`src/rtl/mem_access_unit_if.sv`:
```
// mem_access_unit_if
//   Data-memory port bundle between the load/store unit and a variable
//   latency memory.
//   master modport (load/store unit side):
//     mem_req   out  request, held until ack or abort
//     mem_we    out  1 = write
//     mem_addr  out  address aligned to DATA_W/8 bytes
//     mem_be    out  byte enables
//     mem_wdata out  lane-shifted store data
//     mem_ack   in   completion, meaningful only while mem_req=1
//     mem_rdata in   read data, valid with mem_ack
//   slave modport: the same signals seen from the memory side.
interface mem_access_unit_if #(
    parameter int DATA_W = 32,
    parameter int ADDR_W = 32
);
    logic                  mem_req;
    logic                  mem_we;
    logic [ADDR_W-1:0]     mem_addr;
    logic [DATA_W/8-1:0]   mem_be;
    logic [DATA_W-1:0]     mem_wdata;
    logic                  mem_ack;
    logic [DATA_W-1:0]     mem_rdata;

    modport master (
        output mem_req, mem_we, mem_addr, mem_be, mem_wdata,
        input  mem_ack, mem_rdata
    );

    modport slave (
        input  mem_req, mem_we, mem_addr, mem_be, mem_wdata,
        output mem_ack, mem_rdata
    );
endinterface

```
`src/rtl/mem_access_unit.sv`:
```
// mem_access_unit
//   Multi-cycle load/store engine between the EX/MEM pipeline register and
//   a variable-latency data-memory port. Aligns addresses, builds byte
//   enables and lane-shifted store data, runs a req/ack handshake with a
//   timeout, and returns sign/zero-extended load data plus an error code.
//   Ports:
//     clk, rst            clock, synchronous active-high reset
//     in_valid            pipeline presents an operation
//     in_memread/memwrite load / store request
//     in_size             00 byte, 01 half, 10 word, 11 double (DATA_W=64)
//     in_unsigned         zero-extend the load
//     in_address          byte address
//     in_writedata        right-justified store data
//     in_ready, stall     unit idle / pipeline must hold
//     out_valid/out_ready result handshake
//     out_loaddata        extended load result (0 for stores and errors)
//     out_err             00 ok, 01 misaligned, 10 timeout, 11 illegal
//     mem                 memory port (mem_access_unit_if.master)
module mem_access_unit #(
    parameter int DATA_W      = 32,
    parameter int ADDR_W      = 32,
    parameter int TIMEOUT_CYC = 255
) (
    input  logic              clk,
    input  logic              rst,
    input  logic              in_valid,
    input  logic              in_memread,
    input  logic              in_memwrite,
    input  logic [1:0]        in_size,
    input  logic              in_unsigned,
    input  logic [ADDR_W-1:0] in_address,
    input  logic [DATA_W-1:0] in_writedata,
    output logic              in_ready,
    output logic              stall,
    output logic              out_valid,
    input  logic              out_ready,
    output logic [DATA_W-1:0] out_loaddata,
    output logic [1:0]        out_err,
    mem_access_unit_if.master mem
);
    localparam int BE_W  = DATA_W / 8;
    localparam int OFF_W = $clog2(BE_W);
    localparam int CNT_W = (TIMEOUT_CYC > 1) ? $clog2(TIMEOUT_CYC) : 1;
    localparam logic [CNT_W-1:0] CNT_LAST =
        (TIMEOUT_CYC > 0) ? CNT_W'(TIMEOUT_CYC - 1) : '0;
    localparam logic [ADDR_W-1:0] ALIGN_MASK = ~ADDR_W'(BE_W - 1);

    localparam logic [1:0] ST_IDLE = 2'd0;
    localparam logic [1:0] ST_REQ  = 2'd1;
    localparam logic [1:0] ST_RESP = 2'd2;

    localparam logic [1:0] ERR_OK       = 2'b00;
    localparam logic [1:0] ERR_MISALIGN = 2'b01;
    localparam logic [1:0] ERR_TIMEOUT  = 2'b10;
    localparam logic [1:0] ERR_ILLEGAL  = 2'b11;

    // Byte enables for an access of 2^size bytes starting at lane 'off'.
    function automatic logic [BE_W-1:0] laneEnables(input logic [1:0] size,
                                                    input logic [OFF_W-1:0] off);
        logic [BE_W-1:0] base;
        case (size)
            2'd0:    base = BE_W'(8'h01);
            2'd1:    base = BE_W'(8'h03);
            2'd2:    base = BE_W'(8'h0F);
            default: base = '1;
        endcase
        return base << off;
    endfunction

    // Shift the addressed lanes down, keep the low 8<<size bits and extend.
    // The sign bit is located as the top bit of the keep mask so no
    // variable bit-select is needed.
    function automatic logic [DATA_W-1:0] extendLoad(input logic [DATA_W-1:0] rdata,
                                                     input logic [OFF_W-1:0]  off,
                                                     input logic [1:0]        size,
                                                     input logic              uns);
        logic [DATA_W-1:0] shifted;
        logic [DATA_W-1:0] keep;
        logic [DATA_W-1:0] topBit;
        int                nbits;
        shifted = rdata >> {off, 3'b000};
        nbits   = 8 << size;
        if (nbits >= DATA_W) begin
            return shifted;
        end
        keep   = ~({DATA_W{1'b1}} << nbits);
        topBit = keep & ~(keep >> 1);
        if (!uns && |(shifted & topBit)) begin
            return shifted | ~keep;
        end
        return shifted & keep;
    endfunction

    logic [1:0]        state;
    logic [CNT_W-1:0]  reqCnt;
    logic              opRead;
    logic [1:0]        opSize;
    logic              opUnsigned;
    logic [OFF_W-1:0]  opOffset;
    logic [DATA_W-1:0] loadData;
    logic [1:0]        errCode;
    logic              memReq;
    logic              memWe;
    logic [ADDR_W-1:0] memAddr;
    logic [BE_W-1:0]   memBe;
    logic [DATA_W-1:0] memWdata;

    logic [2:0]        sizeMask;
    logic              isIllegal;
    logic              isMisaligned;
    logic              hasAccess;
    logic [OFF_W-1:0]  inOffset;
    logic              timedOut;

    always_comb begin
        sizeMask = 3'b000;
        case (in_size)
            2'd0:    sizeMask = 3'b000;
            2'd1:    sizeMask = 3'b001;
            2'd2:    sizeMask = 3'b011;
            default: sizeMask = 3'b111;
        endcase
    end

    assign hasAccess    = in_memread | in_memwrite;
    assign isIllegal    = (in_memread & in_memwrite) | ((in_size == 2'b11) && (DATA_W < 64));
    assign isMisaligned = |(in_address[2:0] & sizeMask);
    assign inOffset     = in_address[OFF_W-1:0];
    assign timedOut     = (TIMEOUT_CYC != 0) && (reqCnt == CNT_LAST);

    always_ff @(posedge clk) begin
        if (rst) begin
            state      <= ST_IDLE;
            reqCnt     <= '0;
            opRead     <= 1'b0;
            opSize     <= 2'b00;
            opUnsigned <= 1'b0;
            opOffset   <= '0;
            loadData   <= '0;
            errCode    <= ERR_OK;
            memReq     <= 1'b0;
            memWe      <= 1'b0;
            memAddr    <= '0;
            memBe      <= '0;
            memWdata   <= '0;
        end else begin
            case (state)
                ST_IDLE: begin
                    // An operation with neither read nor write is a no-op.
                    if (in_valid && hasAccess) begin
                        if (isIllegal) begin
                            state    <= ST_RESP;
                            errCode  <= ERR_ILLEGAL;
                            loadData <= '0;
                        end else if (isMisaligned) begin
                            state    <= ST_RESP;
                            errCode  <= ERR_MISALIGN;
                            loadData <= '0;
                        end else begin
                            state      <= ST_REQ;
                            reqCnt     <= '0;
                            opRead     <= in_memread;
                            opSize     <= in_size;
                            opUnsigned <= in_unsigned;
                            opOffset   <= inOffset;
                            memReq     <= 1'b1;
                            memWe      <= in_memwrite;
                            memAddr    <= in_address & ALIGN_MASK;
                            memBe      <= laneEnables(in_size, inOffset);
                            memWdata   <= in_writedata << {inOffset, 3'b000};
                        end
                    end
                end
                ST_REQ: begin
                    // An ack in the timeout cycle still completes normally.
                    if (mem.mem_ack) begin
                        state    <= ST_RESP;
                        memReq   <= 1'b0;
                        errCode  <= ERR_OK;
                        loadData <= opRead ? extendLoad(mem.mem_rdata, opOffset, opSize, opUnsigned)
                                           : '0;
                    end else if (timedOut) begin
                        state    <= ST_RESP;
                        memReq   <= 1'b0;
                        errCode  <= ERR_TIMEOUT;
                        loadData <= '0;
                    end else begin
                        reqCnt <= reqCnt + 1'b1;
                    end
                end
                ST_RESP: begin
                    if (out_ready) begin
                        state <= ST_IDLE;
                    end
                end
                default: state <= ST_IDLE;
            endcase
        end
    end

    assign in_ready     = (state == ST_IDLE);
    assign stall        = in_valid & ~in_ready;
    assign out_valid    = (state == ST_RESP);
    assign out_loaddata = loadData;
    assign out_err      = errCode;

    assign mem.mem_req   = memReq;
    assign mem.mem_we    = memWe;
    assign mem.mem_addr  = memAddr;
    assign mem.mem_be    = memBe;
    assign mem.mem_wdata = memWdata;
endmodule

```
`src/flat_wrapper.sv`:
```
// flat-port wrapper written by rule: the top's interface ports become plain ports
module mem_access_unit_flat 
#(
    parameter int DATA_W      = 32,
    parameter int ADDR_W      = 32,
    parameter int TIMEOUT_CYC = 255
)
  (clk, rst, in_valid, in_memread, in_memwrite, in_size, in_unsigned, in_address, in_writedata, in_ready, stall, out_valid, out_ready, out_loaddata, out_err, mem_mem_req, mem_mem_we, mem_mem_addr, mem_mem_be, mem_mem_wdata, mem_mem_ack, mem_mem_rdata);
  mem_access_unit_if #(.DATA_W(DATA_W), .ADDR_W(ADDR_W)) mem_i ();
  input  logic clk;
  input  logic rst;
  input  logic in_valid;
  input  logic in_memread;
  input  logic in_memwrite;
  input  logic [1:0] in_size;
  input  logic in_unsigned;
  input  logic [ADDR_W-1:0] in_address;
  input  logic [DATA_W-1:0] in_writedata;
  output logic in_ready;
  output logic stall;
  output logic out_valid;
  input  logic out_ready;
  output logic [DATA_W-1:0] out_loaddata;
  output logic [1:0] out_err;
  output wire logic [$bits(mem_i.mem_req)-1:0] mem_mem_req;
  output wire logic [$bits(mem_i.mem_we)-1:0] mem_mem_we;
  output wire logic [$bits(mem_i.mem_addr)-1:0] mem_mem_addr;
  output wire logic [$bits(mem_i.mem_be)-1:0] mem_mem_be;
  output wire logic [$bits(mem_i.mem_wdata)-1:0] mem_mem_wdata;
  input wire logic [$bits(mem_i.mem_ack)-1:0] mem_mem_ack;
  input wire logic [$bits(mem_i.mem_rdata)-1:0] mem_mem_rdata;
  assign mem_mem_req = mem_i.mem_req;
  assign mem_mem_we = mem_i.mem_we;
  assign mem_mem_addr = mem_i.mem_addr;
  assign mem_mem_be = mem_i.mem_be;
  assign mem_mem_wdata = mem_i.mem_wdata;
  assign mem_i.mem_ack = mem_mem_ack;
  assign mem_i.mem_rdata = mem_mem_rdata;
  mem_access_unit #(.DATA_W(DATA_W), .ADDR_W(ADDR_W), .TIMEOUT_CYC(TIMEOUT_CYC)) u_core (.clk(clk), .rst(rst), .in_valid(in_valid), .in_memread(in_memread), .in_memwrite(in_memwrite), .in_size(in_size), .in_unsigned(in_unsigned), .in_address(in_address), .in_writedata(in_writedata), .in_ready(in_ready), .stall(stall), .out_valid(out_valid), .out_ready(out_ready), .out_loaddata(out_loaddata), .out_err(out_err), .mem(mem_i));
endmodule
```
`config.mk`:
```
export PLATFORM = sky130hd
export DESIGN_NAME = mem_access_unit_flat
export DESIGN_NICKNAME = d
export VERILOG_FILES = /design/src/rtl/mem_access_unit_if.sv /design/src/rtl/mem_access_unit.sv /design/src/flat_wrapper.sv
export SDC_FILE = /design/constraint.sdc
export NUM_CORES = 1
export LEC_CHECK = 0
export ABC_AREA = 1
export CORE_MARGIN = 2
export CORE_UTILIZATION = 48
export DETAILED_ROUTE_END_ITERATION = 8
export HOLD_SLACK_MARGIN = 0.1
export PLACE_DENSITY_LB_ADDON = 0.25
export SYNTH_ARGS = -nofsm -noshare
export SYNTH_HDL_FRONTEND = slang
export SYNTH_SLANG_ARGS = --single-unit
```
`constraint.sdc`:
```
create_clock -name clk -period 5 [get_ports clk]
set_clock_uncertainty 0.15 [all_clocks]
set_input_delay 1 -clock clk [delete_from_list [all_inputs] [get_ports clk]]
set_output_delay 1 -clock clk [all_outputs]
set_load 0.005 [all_outputs]
```
==> results_dict.tcl, run 1 <==
set metrics [dict create \
    yosysWarnings 0 \
    cts_tree "built" \
    ir_drop_v 0.000348 \
    gp_congestion 0.869 \
    end_kind "flop" \
    drv_cap 0 \
    ys_seq_area_frac 0.425 \
    portBuffers 210 \
    status "complete, no violations" \
    setup.worst_path.class "in2reg" \
    seq_area_sq_um 2360 \
    relSlewSlack 0.302 \
    final_nets 1096 \
    routed_via_density 5.21 \
    fp.dieH_um 112 \
    syn_area_sq_um 5560 \
    clk_pin_slew_ps 50 \
    dr_total_vias 5962 \
    nFillCells 959 \
    grt.total_usage 0.270 \
    hold_class "reg2reg" \
    cpPeakStageDelay_ps 690 \
    grt-ovfl-total 0 \
    setup_viol 0 \
    final_common_cell "nand2_1" \
    power_frac_seq 0.382 \
    hold_viol_final 0 \
    core_area_sq_um 11400 \
    ys.flop_type "dfxtp_1" \
    yosys-top-cells-area "dfxtp_1 (42%), nand2_1 (14%), a21oi_1 (7.9%), o21ai_0 (7.8%), nor2_1 (6.6%)" \
    worstPathArrival_ps 3710 \
    critical_path.max_fanout 59 \
    avgSynthCellArea_sq_um 6.89 \
    critPathSlowestCell "inv_2" \
    synthArstFlopShare 0 \
    ant_nets 0 \
    antenna_cells 0 \
    drtIter0Drc 422 \
    final_cell_mix "nand2_1 (210), clkdlybuf4s50_1 (209), dfxtp_1 (118)" \
    ys_ff_latch 118 \
    fin_crit_sh 0.705 \
    wl_per_cell_um 14.5 \
    drcViolationCount 0 \
    dieArea_sq_um 12500 \
    cts.path.max_buffers 2 \
    antenna_found_initial 0 \
    p_comb_frac 0.141 \
    p_per_area_nw_per_um2 321 \
    grt_first_pass_wirelength_mm 27.1 \
    yosysUniqueCellTypes 37 \
    drt-total-wl_mm 16.6 \
    switchingPower_uw 633 \
    cp.required_ps 5180 \
    cts_resized 0 \
    power.leakage_uw 0.00326 \
    fp.dieW_um 112 \
    multi_input_area_sq_um 2730 \
    synth_edf_count 0 \
    switching_share 0.241 \
    cts_buffers 17 \
    yosys.area.top_type_share 0.425 \
    tightest_slew_ps 1050 \
    cts_sinks 118 \
    root_buffer "clkbuf_16" \
    fmax_mhz 284 \
    rsz0062_at_grt "false" \
    io_pins 213 \
    syn_inst 807 \
    p_int_uw 1990 \
    fin_crit_ps 3520 \
    cts_setup_buffers 0 \
    hpwlAfterDp_mm 11.5 \
    dr.pass1.iters 5 \
    htree_levels 4 \
    start_kind "primary input" \
    finalSetupTns_ps 0 \
    crit_chain "clkdlybuf4s50_1, inv_2, nand2_4, nand2_4, nand3_2, buf_4, inv_2, nand4_2, o21ai_0" \
    pwr-share-clk 0.477 \
    drv_slew 0 \
    insertion_delay_ps 410 \
    syn_to_final_growth_pct 47.1 \
    drive_gt1_frac 0.0619 \
    row_count 39 \
    grt_start_max_net_pins 60 \
    cts_hold_buffers 0 \
    start_util 0.489 \
    yosys.area.top_type "dfxtp_1" \
    grt_pass1_vias 5609 \
    fin_util 0.720 \
]
registers in the layout, summed over array words and instances, names as in the netlist, 4 cells and up:
signal and flops:
u_core.mem.mem_be 4, u_core.out_loaddata 32, u_core.mem.mem_wdata 32, u_core.mem.mem_addr 30, u_core.reqCnt 8
kinds of logic (layout without fill, tap and decap cells):
kind of cell,after synthesis,after routing,share of synthesized area
simple gates,386,386,0.290
compound gates,197,197,0.186
flops,118,118,0.425
buf+inv,98,291,0.0859
xor+xnor,4,4,0.00630
fa+ha+maj,2,2,0.00450
other cells,1,2,0.000674
mux,1,1,0.00180
stage by stage:
step	setup WS, ps	cells	hold slack (ps)	power [uW]	instance area [sq um]
4_1_cts	1510	1144	301	2640	8190
6_report	1480	1144	299	2620	8190
3_3_place_gp	1150	1112	279	1390	7570
3_5_place_dp	1060	1112	286	1390	7570
5_1_grt	1160	1144	325	2740	8190
2_1_floorplan	2720	808	281	1210	5570
power groups by stage:
stage | clock network (uW) | logic [uW] | registers, uW
after global placement | 0 | 364 | 1020
after CTS | 1270 | 371 | 1000
after global routing | 1320 | 410 | 1010
after detailed placement | 0 | 368 | 1020
final | 1250 | 370 | 1000
after floorplan | 0 | 189 | 1020
cell usage after synthesis, types with 3 or more instances:
cell and n:
buf_1 3, buf_2 14, inv_1 33, nand3_1 61, o211ai_1 6, inv_2 7, a21oi_1 88, nand3_2 3
xor2_1 3, dfxtp_1 118, o21ai_0 87, clkbuf_1 23, buf_6 9, nand2_2 3, nand2_1 210, o21ai_1 3
a31oi_1 7, buf_4 6, nor2_1 98
cell type report:
cell class / instances / area share
multi-input cells: 592 / 0.333
repair buffers: 216 / 0.262
flip-flops and latches: 118 / 0.289
inverters: 43 / 0.0200
clock buffers: 23 / 0.0596
clock inverters: 9 / 0.0150
well taps: 143 / 0.0219
worst paths after layout:
kind / from / slack, ps / depth (start not counted) / endpoint
min: u_core.mem.mem_wdata[13] / 300 / 2 / u_core.mem.mem_wdata[13]
max reg2reg: u_core.opOffset[0] / 2370 / 9 / u_core.out_loaddata[17]
max: in_address[1] / 1480 / 9 / u_core.mem.mem_wdata[2]
min reg2reg: u_core.mem.mem_wdata[13] / 300 / 2 / u_core.mem.mem_wdata[13]
per-layer routing:
layer | part of all wire | track usage | vias up
li1 | - | - | 3008
met3 | 0.093 | 0.103 | 43
met5 | 0 | 0 | -
met2 | 0.47 | 0.431 | 258
met1 | 0.41 | 0.326 | 2653
met4 | 0.032 | 0.118 | 0
worst max-delay path: cells and delay by family:
family,cells,cell delay (ps)
simple gates,4,620
compound gates,1,250
buf+inv,4,1810
(Power assumes the default switching activity.)
==> run 2: changes to the inputs <==
--- a/config.mk
+++ b/config.mk
@@ -7,7 +7,7 @@
 export LEC_CHECK = 0
 export ABC_AREA = 1
 export CORE_MARGIN = 2
-export CORE_UTILIZATION = 48
+export CORE_UTILIZATION = 40
 export DETAILED_ROUTE_END_ITERATION = 8
 export HOLD_SLACK_MARGIN = 0.1
 export PLACE_DENSITY_LB_ADDON = 0.25
==> constraint.sdc (replaced) <==
create_clock -name clk -period 2.83 [get_ports clk]
set_clock_uncertainty 0.15 [all_clocks]
set_input_delay 0.566 -clock clk [delete_from_list [all_inputs] [get_ports clk]]
set_output_delay 0.566 -clock clk [all_outputs]
set_load 0.005 [all_outputs]
==> run 2 against run 1 <==
Against the previous run:
- power rose by 88%
- first-iteration DRC count rose by 8.1%
- clock power rose by 100%
- register-to-register slack got worse by 1500 ps
- critical path type is now in2out
- critical endpoint is now stall
==> results_dict.tcl, run 2 (synthesis results as in run 1) <==
set metrics [dict create \
    antenna_cells 0 \
    clk_pin_slew_ps 50 \
    p_per_area_nw_per_um2 588 \
    drcViolationCount 0 \
    final_nets 1104 \
    drt-total-wl_mm 17.2 \
    placed_area_sq_um 7710 \
    insertion_delay_ps 410 \
    cts.path.max_buffers 2 \
    end_kind "output pin" \
    htree_levels 4 \
    drv_slew 0 \
    drtIter0Drc 456 \
    setup_viol 0 \
    hpwlAfterDp_mm 12.2 \
    p_int_uw 3810 \
    cts_setup_buffers 0 \
    final_cell_mix "nand2_1 (210), clkdlybuf4s50_1 (209), dfxtp_1 (118)" \
    ir_drop_v 0.000379 \
    wl_per_cell_um 14.4 \
    cts_resized 0 \
    row_count 43 \
    tightest_slew_ps 739 \
    final_common_cell "nand2_1" \
    cp_num_buf_inv 3 \
    antenna_found_initial 0 \
    hold_class "reg2reg" \
    fin_crit_ps 2370 \
    drive_gt1_frac 0.0714 \
    io_pins 213 \
    dr.pass1.iters 5 \
    hold_viol_final 0 \
    power_frac_seq 0.356 \
    grt-ovfl-total 0 \
    finalSetupTns_ps 0 \
    start_kind "primary input" \
    power.leakage_uw 0.00335 \
    critical_path.max_fanout 2 \
    cts_tree "built" \
    syn_to_final_growth_pct 51.0 \
    fp.dieW_um 122 \
    cp_top_family "buffers and inverters" \
    grt_first_pass_wirelength_mm 26.9 \
    worstPathArrival_ps 1660 \
    fp.dieH_um 122 \
    cp.required_ps 2110 \
    fin_util 0.612 \
    switchingPower_uw 1140 \
    grt.total_usage 0.234 \
    cts_sinks 118 \
    setup.worst_path.class "in2out" \
    switching_share 0.230 \
    fin_area_sq_um 8400 \
    dieArea_sq_um 14900 \
    drv_cap 0 \
    cts_hold_buffers 0 \
    fin_crit_sh 0.838 \
    start_util 0.406 \
    rsz0062_at_grt "false" \
    pwr-share-clk 0.507 \
    routed_via_density 4.88 \
    core_area_sq_um 13700 \
    cts_buffers 17 \
    critPathSlowestCell "clkdlybuf4s50_1" \
    gp_congestion 0.892 \
    grt_start_max_net_pins 56 \
    dr_total_vias 5802 \
    grt_pass1_vias 5312 \
    cpPeakStageDelay_ps 500 \
    root_buffer "clkbuf_16" \
    p_comb_frac 0.137 \
    ant_nets 0 \
    fmax_mhz 421 \
    path_common_cell "clkdlybuf4s50_1" \
    status "complete, no violations" \
    portBuffers 210 \
    crit_chain "clkdlybuf4s50_1, inv_1, nor2_1, clkdlybuf4s50_1" \
    relSlewSlack 0.505 \
]
-- run 2: final timing paths --
| kind | from | endpoint | slack [ps] | cells past startpoint |
|---|---|---|---|---|
| hold reg to reg | u_core.mem.mem_wdata[11] | u_core.mem.mem_wdata[11] | 300 | 2 |
| setup reg to reg | u_core.reqCnt[0] | u_core.out_loaddata[5] | 860 | 7 |
| hold / removal | u_core.mem.mem_wdata[11] | u_core.mem.mem_wdata[11] | 300 | 2 |
| setup / recovery | in_valid | stall | 460 | 4 |
-- run 2: layout make-up --
cell class	count	area, sq um
clock inverter	7	160
inverter	43	164
multi-input combinational	592	2730
tap	180	225
fill	1260	5320
clock buffer	25	536
sequential	118	2360
timing repair buffer	224	2230
-- run 2: metal layers --
metal  share of wire  vias to the layer above  routed length, um  GRT usage
met4           0.019                        0                329     0.0855
met2            0.45                      219               7690      0.363
li1                -                     3013                  -          -
met5               0                        -                  0          0
met1            0.43                     2546               7390      0.289
met3            0.10                       24               1770     0.0993
-- run 2: per-stage QoR --
stage / hold WS, ps / instances / total power (uW) / setup slack [ps]
CTS: 300 / 1189 / 4970 / 449
global placement: 280 / 1157 / 2470 / 193
detailed placement: 288 / 1157 / 2470 / 179
finish: 299 / 1189 / 4940 / 457
global route: 309 / 1189 / 5140 / 359
floorplan: 281 / 808 / 2130 / 997
-- run 2: power groups by stage --
stage                     Clock [uW]  Sequential [uW]  Combinational (uW)
after floorplan                    0             1800                 335
after global placement             0             1790                 673
after detailed placement           0             1790                 674
after CTS                       2530             1760                 678
after global routing            2620             1770                 751
final                           2510             1760                 676
-- run 2: worst reg2reg max path: cells and delay by family (launching register included) --
kind | cells | cell delay [ps]
flip-flops | 1 | 330
AO/OA/AOI/OAI | 2 | 410
buffers and inverters | 1 | 80
adder cells (fa/ha/maj) | 1 | 150
AND/OR/NAND/NOR | 3 | 720
